--- src/rtl/systolic_pkg.sv ---
// Shared defaults and drain state encoding
// for the systolic array and its collectors.
`timescale 1ns/1ps
package systolic_pkg;

  localparam int DEF_ARRAY_SIZE = 4;
  localparam int DEF_DATA_WIDTH = 4;
  localparam int DEF_ACC_WIDTH  = DEF_DATA_WIDTH * DEF_DATA_WIDTH;

  typedef enum logic [1:0] {
    ST_IDLE,
    ST_WAIT,
    ST_COLLECT,
    ST_FLUSH
  } drain_state_t;

endpackage

--- src/rtl/systolic_row_fifo.sv ---
// Synchronous row FIFO with a registered head word
// that reads zero whenever the FIFO is empty.
`timescale 1ns/1ps
module systolic_row_fifo #(
  parameter int WIDTH = 64,
  parameter int DEPTH = 4
) (
  input  logic             clk,
  input  logic             reset,
  input  logic             push,
  input  logic [WIDTH-1:0] push_data,
  input  logic             pop,
  output logic             full,
  output logic             empty,
  output logic [WIDTH-1:0] head
);

  localparam int AW = $clog2(DEPTH);

  logic [WIDTH-1:0] mem [DEPTH];
  logic [AW:0]      wr_ptr;
  logic [AW:0]      rd_ptr;
  logic [AW:0]      wr_nx;
  logic [AW:0]      rd_nx;
  logic             do_push;
  logic             do_pop;

  assign empty   = (wr_ptr == rd_ptr);
  assign full    = (wr_ptr[AW-1:0] == rd_ptr[AW-1:0]) &&
                   (wr_ptr[AW] != rd_ptr[AW]);
  assign do_pop  = pop && !empty;
  assign do_push = push && (!full || do_pop);
  assign wr_nx   = wr_ptr + (AW+1)'(do_push);
  assign rd_nx   = rd_ptr + (AW+1)'(do_pop);

  always_ff @(posedge clk) begin
    if (do_push) mem[wr_ptr[AW-1:0]] <= push_data;
  end

  // A push landing in the slot about to become head bypasses the memory.
  always_ff @(posedge clk or negedge reset) begin
    if (!reset) begin
      wr_ptr <= '0;
      rd_ptr <= '0;
      head   <= '0;
    end else begin
      wr_ptr <= wr_nx;
      rd_ptr <= rd_nx;
      if (wr_nx == rd_nx)
        head <= '0;
      else if (do_push && rd_nx[AW-1:0] == wr_ptr[AW-1:0])
        head <= push_data;
      else
        head <= mem[rd_nx[AW-1:0]];
    end
  end

endmodule

--- src/rtl/systolic_drain.sv ---
// De-skews the array's diagonal result wavefront
// and queues aligned rows behind a valid/ready port.
`timescale 1ns/1ps
module systolic_drain
  import systolic_pkg::*;
#(
  parameter int ARRAY_SIZE    = DEF_ARRAY_SIZE,
  parameter int DATA_WIDTH    = DEF_DATA_WIDTH,
  parameter int ACC_WIDTH     = DATA_WIDTH * DATA_WIDTH,
  parameter int PIPE_LAT      = 1,
  parameter int FIFO_DEPTH    = 4,
  parameter int ROW_CNT_WIDTH = 8
) (
  input  logic                           clk,
  input  logic                           reset,
  input  logic                           start,
  input  logic [ROW_CNT_WIDTH-1:0]       num_rows,
  input  logic [ARRAY_SIZE*ACC_WIDTH-1:0] output_row,
  output logic [ARRAY_SIZE*ACC_WIDTH-1:0] out_data,
  output logic                           out_valid,
  input  logic                           out_ready,
  output logic                           busy,
  output logic                           done,
  output logic                           overflow
);

  localparam int BUS   = ARRAY_SIZE * ACC_WIDTH;
  localparam int FIRST = PIPE_LAT + ARRAY_SIZE - 2;
  localparam int CNT_W = $clog2(PIPE_LAT + ARRAY_SIZE + 1);

  drain_state_t             state;
  logic [ROW_CNT_WIDTH-1:0] num_q;
  logic [ROW_CNT_WIDTH-1:0] rows;
  logic [CNT_W-1:0]         cnt;
  logic [BUS-1:0]           aligned;
  logic                     push;
  logic                     pop;
  logic                     full;
  logic                     empty;
  logic                     last_row;

  // Lane j is delayed so every lane lines up with the last one.
  for (genvar j = 0; j < ARRAY_SIZE; j++) begin : g_lane
    localparam int D = ARRAY_SIZE - 1 - j;
    if (D == 0) begin : g_direct
      assign aligned[j*ACC_WIDTH +: ACC_WIDTH] =
        output_row[j*ACC_WIDTH +: ACC_WIDTH];
    end else begin : g_dly
      logic [ACC_WIDTH-1:0] pipe [D];
      always_ff @(posedge clk or negedge reset) begin
        if (!reset) begin
          for (int s = 0; s < D; s++) pipe[s] <= '0;
        end else begin
          pipe[0] <= output_row[j*ACC_WIDTH +: ACC_WIDTH];
          for (int s = 1; s < D; s++) pipe[s] <= pipe[s-1];
        end
      end
      assign aligned[j*ACC_WIDTH +: ACC_WIDTH] = pipe[D-1];
    end
  end

  assign push = (state == ST_WAIT && cnt == CNT_W'(FIRST)) ||
                (state == ST_COLLECT);
  assign pop       = out_valid && out_ready;
  assign out_valid = !empty;
  assign busy      = (state != ST_IDLE);
  assign last_row  = (rows == num_q - 1'b1);

  systolic_row_fifo #(
    .WIDTH (BUS),
    .DEPTH (FIFO_DEPTH)
  ) u_fifo (
    .clk       (clk),
    .reset     (reset),
    .push      (push),
    .push_data (aligned),
    .pop       (pop),
    .full      (full),
    .empty     (empty),
    .head      (out_data)
  );

  always_ff @(posedge clk or negedge reset) begin
    if (!reset) begin
      state    <= ST_IDLE;
      num_q    <= '0;
      rows     <= '0;
      cnt      <= '0;
      done     <= 1'b0;
      overflow <= 1'b0;
    end else begin
      done <= 1'b0;
      if (push && full && !pop) overflow <= 1'b1;
      unique case (state)
        ST_IDLE: begin
          if (start && num_rows != '0) begin
            num_q    <= num_rows;
            rows     <= '0;
            cnt      <= '0;
            overflow <= 1'b0;
            state    <= ST_WAIT;
          end
        end
        ST_WAIT: begin
          cnt <= cnt + 1'b1;
          if (push) begin
            rows  <= rows + 1'b1;
            state <= last_row ? ST_FLUSH : ST_COLLECT;
          end
        end
        ST_COLLECT: begin
          rows <= rows + 1'b1;
          if (last_row) state <= ST_FLUSH;
        end
        ST_FLUSH: begin
          if (empty) begin
            state <= ST_IDLE;
            done  <= 1'b1;
          end
        end
        default: state <= ST_IDLE;
      endcase
    end
  end

endmodule

--- config.mk ---
export PLATFORM = sky130hd
export DESIGN_NAME = systolic_drain
export DESIGN_NICKNAME = d
export VERILOG_FILES = /design/src/rtl/systolic_pkg.sv /design/src/rtl/systolic_row_fifo.sv /design/src/rtl/systolic_drain.sv
export SDC_FILE = /design/constraint.sdc
export NUM_CORES = 1
export LEC_CHECK = 0
export CAP_MARGIN = 20
export CORE_UTILIZATION = 47
export CTS_BUF_LIST = sky130_fd_sc_hd__clkbuf_4 sky130_fd_sc_hd__clkbuf_8
export CTS_CLUSTER_DIAMETER = 30
export DETAILED_ROUTE_END_ITERATION = 8
export HOLD_SLACK_MARGIN = 0.08
export PLACE_DENSITY = 0.71
export SYNTH_ARGS = -nofsm -noshare
export SYNTH_HDL_FRONTEND = slang
export SYNTH_SLANG_ARGS = --single-unit
--- constraint.sdc ---
create_clock -name clk -period 18.6 [get_ports clk]
set_clock_uncertainty 0.1 [all_clocks]
set_input_delay 2.79 -clock clk [delete_from_list [all_inputs] [get_ports clk]]
set_output_delay 2.79 -clock clk [all_outputs]
set_load 0.02 [all_outputs]
==> metrics, run 1 <==
final hold viol count 0; CTS buffer count 84; CTS tree built; die height approximately 190 um; sequential cell area roughly 12000 um^2; Inst Count DP approximately 1400; DP Worst Slack around 12 ns; die width 185.8 um; Leakage 7.389 nW; diode count 0; synthesis-to-finish area growth 24.49%; CTS Hold Bufs 0; syn nets just under 1000; Post-DP Area 17820 um^2; FMAX approximately 170 MHz; min-delay worst type flop to flop; Final Cycle Share approximately 31%; number of synthesized flops with an enable pin 256; Root Buffer Master clkbuf_8; setup violators final 0; post-cts sizing count 0; gr usage total a little under a fifth; CP max FO 67; IR drop worst, VDD ~0.00016 V; min Tclk post-route around 5.7 ns; H-tree Lvls 3; total die area about 35000 um^2; Skew-Pair Late Insertion Delay just under 0.6 ns; Post-Route WL ~30000 um; Syn Std Cell Area roughly 16000 um^2; unrepaired setup endpoints after global routing false; Crit Path Category input port to flop; total grt overflow 0; largest net degree at the start of global routing around 130; Synth cell types 47; sequential share of the synthesized area between 70% and 80%; min-delay src g_lane[1].g_dly.pipe[22]$_DFF_PN0_; slew margin rel. ~30%; GP Congestion 0.7469; Slew Limit Fails 0; clk slew on worst S/H paths 0.06 ns; Nets between 1000 and 1500; routed len/inst between 15 and 20 um; Min Hold Slack between 0.2 and 0.25 ns; TritonRoute pass-1 iters 5; outcome complete, no violations; Startpoint Class input port; TritonCTS Sinks ~450; Cell Count, Final, Fillers Out roughly 1600; DRT iter0 DRCs just under 500; post-route ant nets 0; setup TNS 0 ns; yosys warns 0; Worst Path Arrival between 6 and 7 ns; CTS Buffer Depth 3; Std-Cell Core Area roughly 33000 um^2; Design Area, Final between 15000 and 20000 um^2; critical path data required time approximately 19 ns; first-pass GRT wire length approximately 47000 um; Site Rows 66; IO Port Bufs around 140; syn_area_per_cell ~18 um^2; # Max-Cap Violations 0; number of global-route vias before repair approximately 8800; ratio of cells with drive above 1 in the final layout a little over a fifth; Synth async-reset ratio a little over two fifths; I/O pins approximately 140; Pwr Total ~3.8 mW; Post-CTS Setup Inserts 0; final core occ 60.12%; Reg-to-Reg Start u_fifo.wr_ptr[1]$_DFF_PN0_; predominant post-synthesis flop cell edfxtp_1; DRC 0; Yosys reg bits between 400 and 500; Final Worst Setup Slack 12.86 ns; crit path launch out_ready; pwr dens 192.4 nW/um^2; DR vias/cell a little over 5; Slew @ Worst Pin between 1 and 1.5 ns; via count 8191; CP endpoint kind flop; synthesized instance count between 800 and 900; multi-input logic area between 3000 and 4000 um^2; Starting Density between 40% and 50%; initial antenna violation count 0; HPWL Detailed 15590 um; Fillers 2490
flip-flops by register name (all words and copies together) (netlist names):
signal and cells:
u_fifo.mem 256, g_lane.g_dly.pipe 64, u_fifo.head 64, aligned 32
num_q 8, rows 8, cnt 3, u_fifo.rd_ptr 3
u_fifo.wr_ptr 3, state 2, done 1, overflow 1
synthesized netlist by cell type, drive strengths merged, types with 6 or more instances:
| cell type | n | share of area, % |
|---|---|---|
| buf | 23 | 0.65 |
| a21oi | 67 | 2.1 |
| o21ai | 14 | 0.44 |
| edfxtp | 256 | 48 |
| xor2 | 6 | 0.33 |
| ha | 13 | 1.0 |
| mux4 | 64 | 9.1 |
| xnor2 | 13 | 0.72 |
| clkbuf | 13 | 0.31 |
| inv | 9 | 0.21 |
| nor2 | 8 | 0.19 |
| dfrtp | 189 | 30 |
| nand2 | 139 | 3.3 |
| mux2 | 9 | 0.66 |
layer usage:
metal / GRT usage (%) / part of all wire, % / vias up
met5: 0 / 0 / -
met4: 6.393 / 2.0 / 0
met3: 3.581 / 4.8 / 53
met2: 29.61 / 49 / 208
met1: 24.71 / 44 / 4228
li1: - / - / 3702
final timing paths:
path / end / slack, ns / cells after the start
max: u_fifo.head[39]$_DFF_PN0_ / 12.86 / 8
min: aligned[22]$_DFF_PN0_ / 0.24 / 0
max reg2reg: u_fifo.head[39]$_DFF_PN0_ / 14.29 / 9
min reg2reg: aligned[22]$_DFF_PN0_ / 0.24 / 0
max in group asynchronous: aligned[3]$_DFF_PN0_ / 14.85 / 2
min in group asynchronous: u_fifo.head[13]$_DFF_PN0_ / 2.20 / 1
cells by family after synthesis:
family,Yosys count,synth area share [%]
xor gates and xnor gates,19,1.048
muxes,73,9.744
AOI/OAI and AO/OA,99,3.642
and+or+nand+nor,184,5.132
buffers and inverters,45,1.175
DFF,445,78.23
adders and majority gates,13,1.025
worst max-delay path, cell delays in order:
cell and delay (ns):
clkdlybuf4s50_1 0.46, and2_1 0.19, ha_4 0.16, ha_4 0.95, xnor2_1 0.28, nand3_4 0.76
nand2_1 0.32, a21oi_1 0.12
final cells by class:
type	count	area share [%]
inverter	9	0.1710
clock buffer	110	7.061
clock inverter	47	2.748
sequential	445	62.84
multi-input combinational	388	16.88
timing repair buffer	149	7.497
tap	442	2.799
report_power, final:
part	internal, mW	switching [mW]	total [mW]
combinational	0.621	0.741	1.36
clock	0.640	0.412	1.05
sequential	1.30	0.0916	1.39
total	2.56	1.24	3.80
layout by cell type (no fill, tap or decap), types with 2 or more instances in the layout:
| master | Yosys | layout |
|---|---|---|
| nand4_1 | 5 | 5 |
| ha_1 | 13 | 11 |
| nor2b_1 | 2 | 2 |
| inv_1 | 9 | 9 |
| nor4_1 | 3 | 2 |
| nor3_1 | 3 | 3 |
| ha_4 | 0 | 2 |
| nor4_2 | 2 | 3 |
| nand2_1 | 139 | 139 |
| a21o_1 | 2 | 2 |
| inv_6 | 0 | 2 |
| and2_1 | 4 | 4 |
| nand3_1 | 2 | 2 |
| clkbuf_8 | 0 | 91 |
| o211a_1 | 2 | 2 |
| or4_1 | 3 | 3 |
| clkbuf_4 | 0 | 19 |
| o31ai_1 | 4 | 4 |
| a21boi_0 | 2 | 2 |
| clkinv_4 | 0 | 4 |
| mux2_2 | 8 | 8 |
| nor2_1 | 8 | 7 |
| edfxtp_1 | 256 | 256 |
| clkinv_2 | 0 | 16 |
| xor2_1 | 6 | 6 |
| dfrtp_1 | 189 | 189 |
| xnor2_1 | 13 | 13 |
| o21ai_0 | 13 | 13 |
| clkdlybuf4s50_1 | 0 | 142 |
| bufinv_16 | 0 | 10 |
| clkinv_1 | 0 | 4 |
| a21oi_1 | 66 | 66 |
| clkinvlp_4 | 0 | 9 |
| mux4_2 | 64 | 64 |
| and3_4 | 0 | 3 |
| buf_4 | 0 | 6 |
Note: power is estimated with default switching activity, not from simulation.
==> run 2: changes to the inputs <==
==> constraint.sdc (replaced) <==
create_clock -name clk -period 5.4 [get_ports clk]
set_clock_uncertainty 0.1 [all_clocks]
set_input_delay 0.81 -clock clk [delete_from_list [all_inputs] [get_ports clk]]
set_output_delay 0.81 -clock clk [all_outputs]
set_load 0.02 [all_outputs]
==> run 2 against run 1 <==
Worst setup slack got worse by 11 ns. Total power rose to 3.5 times the previous value. Sequential share of layout area fell by 0.21 points. Final cell count did not move. Routed wire length fell by 0.15%. Register-to-register slack got worse by 13 ns. Clock power rose to 3.5 times the previous value. Via count fell by 0.12%. Design area rose by 0.33%. Global-route usage rose by 0.057 points.
==> metrics, run 2 (synthesis gave the netlist of run 1 again) <==
diode count 0; IO Port Bufs between 100 and 150; DR vias/cell 5.145; min-delay worst type input port to asynchronous set/reset pin; slowest stage cell, crit path nand3_4; Post-Route WL about 30000 um; synthesis-to-finish area growth 24.90%; clk slew on worst S/H paths about 0.06 ns; CP endpoint kind flop; unrepaired setup endpoints after global routing false; crit-path leading delay family simple AND/OR/NAND/NOR gates; pwr dens 662.1 nW/um^2; max layer used met5; DRT iter0 DRCs 480; Root Buffer Master clkbuf_8; Pwr Total between 10 and 15 mW; die height about 190 um; DR WL met2 between 10000 and 15000 um; crit path launch u_fifo.wr_ptr[1]$_DFF_PN0_; outcome complete, no violations; # Max-Cap Violations 0; Leakage between 7 and 8 nW; HPWL Detailed 15910 um; die width approximately 190 um; setup violators final 0; IR drop worst, VDD about 0.00052 V; Reg-to-Reg Start u_fifo.wr_ptr[1]$_DFF_PN0_; CTS tree built; M1 WL 12710 um; slew margin rel. 29.55%; CP max FO 64; ratio of cells with drive above 1 in the final layout a little over a fifth; initial antenna violation count 1; Slew @ Worst Pin ~1.1 ns; setup TNS 0 ns; Final Cycle Share ~73%; Std-Cell Core Area around 33000 um^2; final hold viol count 0; min Tclk post-route 3.936 ns; TritonCTS Sinks ~450; gr usage total 18.29%; total die area about 35000 um^2; total grt overflow 0; via count just over 8000; Startpoint Class flop; FMAX 254.1 MHz; DRC 0; Detail Route met3 WL roughly 1900 um; most frequent CP cell ha_4; critical path data required time 5.73 ns; Crit Path Category flop to flop; Slew Limit Fails 0; worst reg-to-reg path cell count 9; stages on the worst setup path 9; Post-CTS Setup Inserts 0; max incr delay on CP approximately 0.76 ns; post-cts sizing count 0; WP buf/inv 0; Nets 1168; first-pass GRT wire length 47650 um; Site Rows between 60 and 70; Post-DP Area between 15000 and 20000 um^2; leading cell type in the layout, fill and taps excluded edfxtp_1; I/O pins approximately 140; final core occ 60.32%; Worst Path Arrival between 4 and 5 ns; crit-path cells xor2_1, or3b_1, and2_1, ha_4, ha_4, xnor2_1, nand3_4, nand2_1, a21oi_1; routed len/inst 18.74 um; CTS Buffer Depth 3; number of global-route vias before repair about 9000; Design Area, Final 19820 um^2; Min Hold Slack about 0.17 ns; TritonRoute pass-1 iters 4; largest net degree at the start of global routing about 100; Starting Density approximately half; H-tree Lvls 3; Largest register FFs 256; post-route ant nets 0; CTS buffer count between 80 and 90; most frequent cells in the layout edfxtp_1, dfrtp_1, clkdlybuf4s50_1; Skew-Pair Late Insertion Delay 0.59 ns; CTS Hold Bufs 0; GP Congestion 0.7327
## run 2: cell count changes in the layout (fill, tap and decap cells not counted), moves of 2 or more
cell and delta:
clkinvlp_4 -8, buf_4 +4, inv_6 +2, clkbuf_8 +4, clkinv_2 -4
## run 2: metrics by stage
stage	instances	worst slack, ns
6_report	1590	1.464
3_3_place_gp	1437	1.308
3_5_place_dp	1437	1.194
2_1_floorplan	878	0.3416
5_1_grt	1590	1.175
4_1_cts	1590	1.359
## run 2: power breakdown
group | switching (mW) | internal, mW
combinational | 2.55 | 2.14
clock | 1.36 | 2.30
sequential | 0.318 | 4.46
total | 4.23 | 8.90
## run 2: path summary, 6_finish.rpt
kind                                             end  slack, ns
setup / recovery           u_fifo.head[60]$_DFF_PN0_       1.46
hold / removal             u_fifo.head[30]$_DFF_PN0_       0.17
setup reg to reg           u_fifo.head[60]$_DFF_PN0_       1.46
hold reg to reg                aligned[26]$_DFF_PN0_       0.24
max in group asynchronous      aligned[17]$_DFF_PN0_       3.84
min in group clk               aligned[26]$_DFF_PN0_       0.24
## run 2: routing by layer
layer	global-route usage [%]	up-vias
li1	-	3699
met1	24.41	4200
met2	29.79	227
met3	3.972	53
met4	6.492	2
met5	0	-
## run 2: cell type report
cell class / count / area (um^2)
Clock buffer: 115 / 1458
Inverter: 9 / 33.78
Timing Repair Buffer: 153 / 1511
Tap cell: 442 / 553.0
Sequential cell: 445 / 12420
Clock inverter: 38 / 498.0
Fill cell: 2527 / 13040
Multi-Input combinational cell: 388 / 3353
## run 2: worst reg2reg max path, cell delays in order, from the launching register on
cell	delay, ns
dfrtp_1	0.51
xor2_1	0.25
or3b_1	0.50
and2_1	0.23
ha_4	0.16
ha_4	0.60
xnor2_1	0.26
nand3_4	0.76
nand2_1	0.32
a21oi_1	0.09
==> variant (flow settings as in run 2) <==
`FIFO_DEPTH`: 4 -> 8.
--- a/src/rtl/systolic_drain.sv
+++ b/src/rtl/systolic_drain.sv
@@ -9,5 +9,5 @@
   parameter int ACC_WIDTH     = DATA_WIDTH * DATA_WIDTH,
   parameter int PIPE_LAT      = 1,
-  parameter int FIFO_DEPTH    = 4,
+  parameter int FIFO_DEPTH    = 8,
   parameter int ROW_CNT_WIDTH = 8
 ) (
Function: changed (a bounded check fails within 10 cycles, from zero or initial values and one cycle with reset low).
==> variant against run 2 <==
Wire length up 74%; total power increased by 51%; worst setup slack improved by 0.27 ns; via count rose by 53%; combinational power grew 45%; critical path type unchanged; final area rose by 58%; synthesized area grew 63%; sequential cell count up 258; clock power increased by 57%.
==> variant: results (changes against run 2) <==
viasPerCell: 5.44  # +5.8%
p_leak_nw: 11.1  # +49%
outcome: "completed"
multiInputGateArea_um2: 5510  # +64%
critPathMaxStageDelay_ns: 0.64  # -0.12 ns
whs_ns: 0.219  # +0.0520 ns
cp.required_ns: 5.88  # +0.15 ns
cpLargestDelayFamily: "buffers and inverters"
buffers: 171  # +12%
grt_pass1_wl_um: 79500  # +67%
largest_register_ffs: 512  # +100%
globalplace.congestion: 0.730  # -0.44%
vdd_drop_max_mv: 0.648  # +25%
utilization_pct: 57.9  # -2.4 points
grt_pass1_vias: 13500  # +50%
clock_latency_ns: 0.77  # +0.18 ns
swShare_pct: 31.4  # -0.81 points
worst_pin_slew_ns: 1.04  # -0.0183 ns
hp-class: "reg -> reg"
ff_latch_area_um2: 20200  # +62%
regToRegSetupSlack_ns: 1.73  # +0.27 ns
synth_area_leaders: "edfxtp_1, dfrtp_1, mux4_2, mux2i_1, a211oi_1"
holdBufCountCts: 1  # +1
numCtsBuffers: 134  # +63%
crit_path_end: "u_fifo.head[61]"
==> variant: cell count changes in the layout (fill, tap and decap cells not counted), sizes merged, moves of 7 or more <==
cell,before,now
a21oi,67,1
edfxtp,256,512
clkbuf,115,179
mux4,64,128
clkinvlp,1,15
buf,11,28
nand2,139,16
mux2i,0,67
xnor2,13,20
clkinv,21,33
a211oi,1,64
nor2,8,74
==> variant: routing by layer <==
metal / wire length [µm] / up-vias / track usage [%]
li1: - / 5536 / -
met1: 22600 / 6607 / 25.4
met2: 25900 / 320 / 31.1
met3: 2390 / 82 / 4.97
met4: 1020 / 0 / 7.14
met5: 0 / - / 0
==> variant: kinds of logic after synthesis <==
family / Yosys count / share of synthesized area, %
flops: 703 / 78.0
simple gates: 136 / 2.49
fa+ha+maj: 13 / 0.629
buf+inv: 71 / 1.18
compound gates: 102 / 2.88
xor+xnor: 25 / 0.847
mux: 201 / 14.0
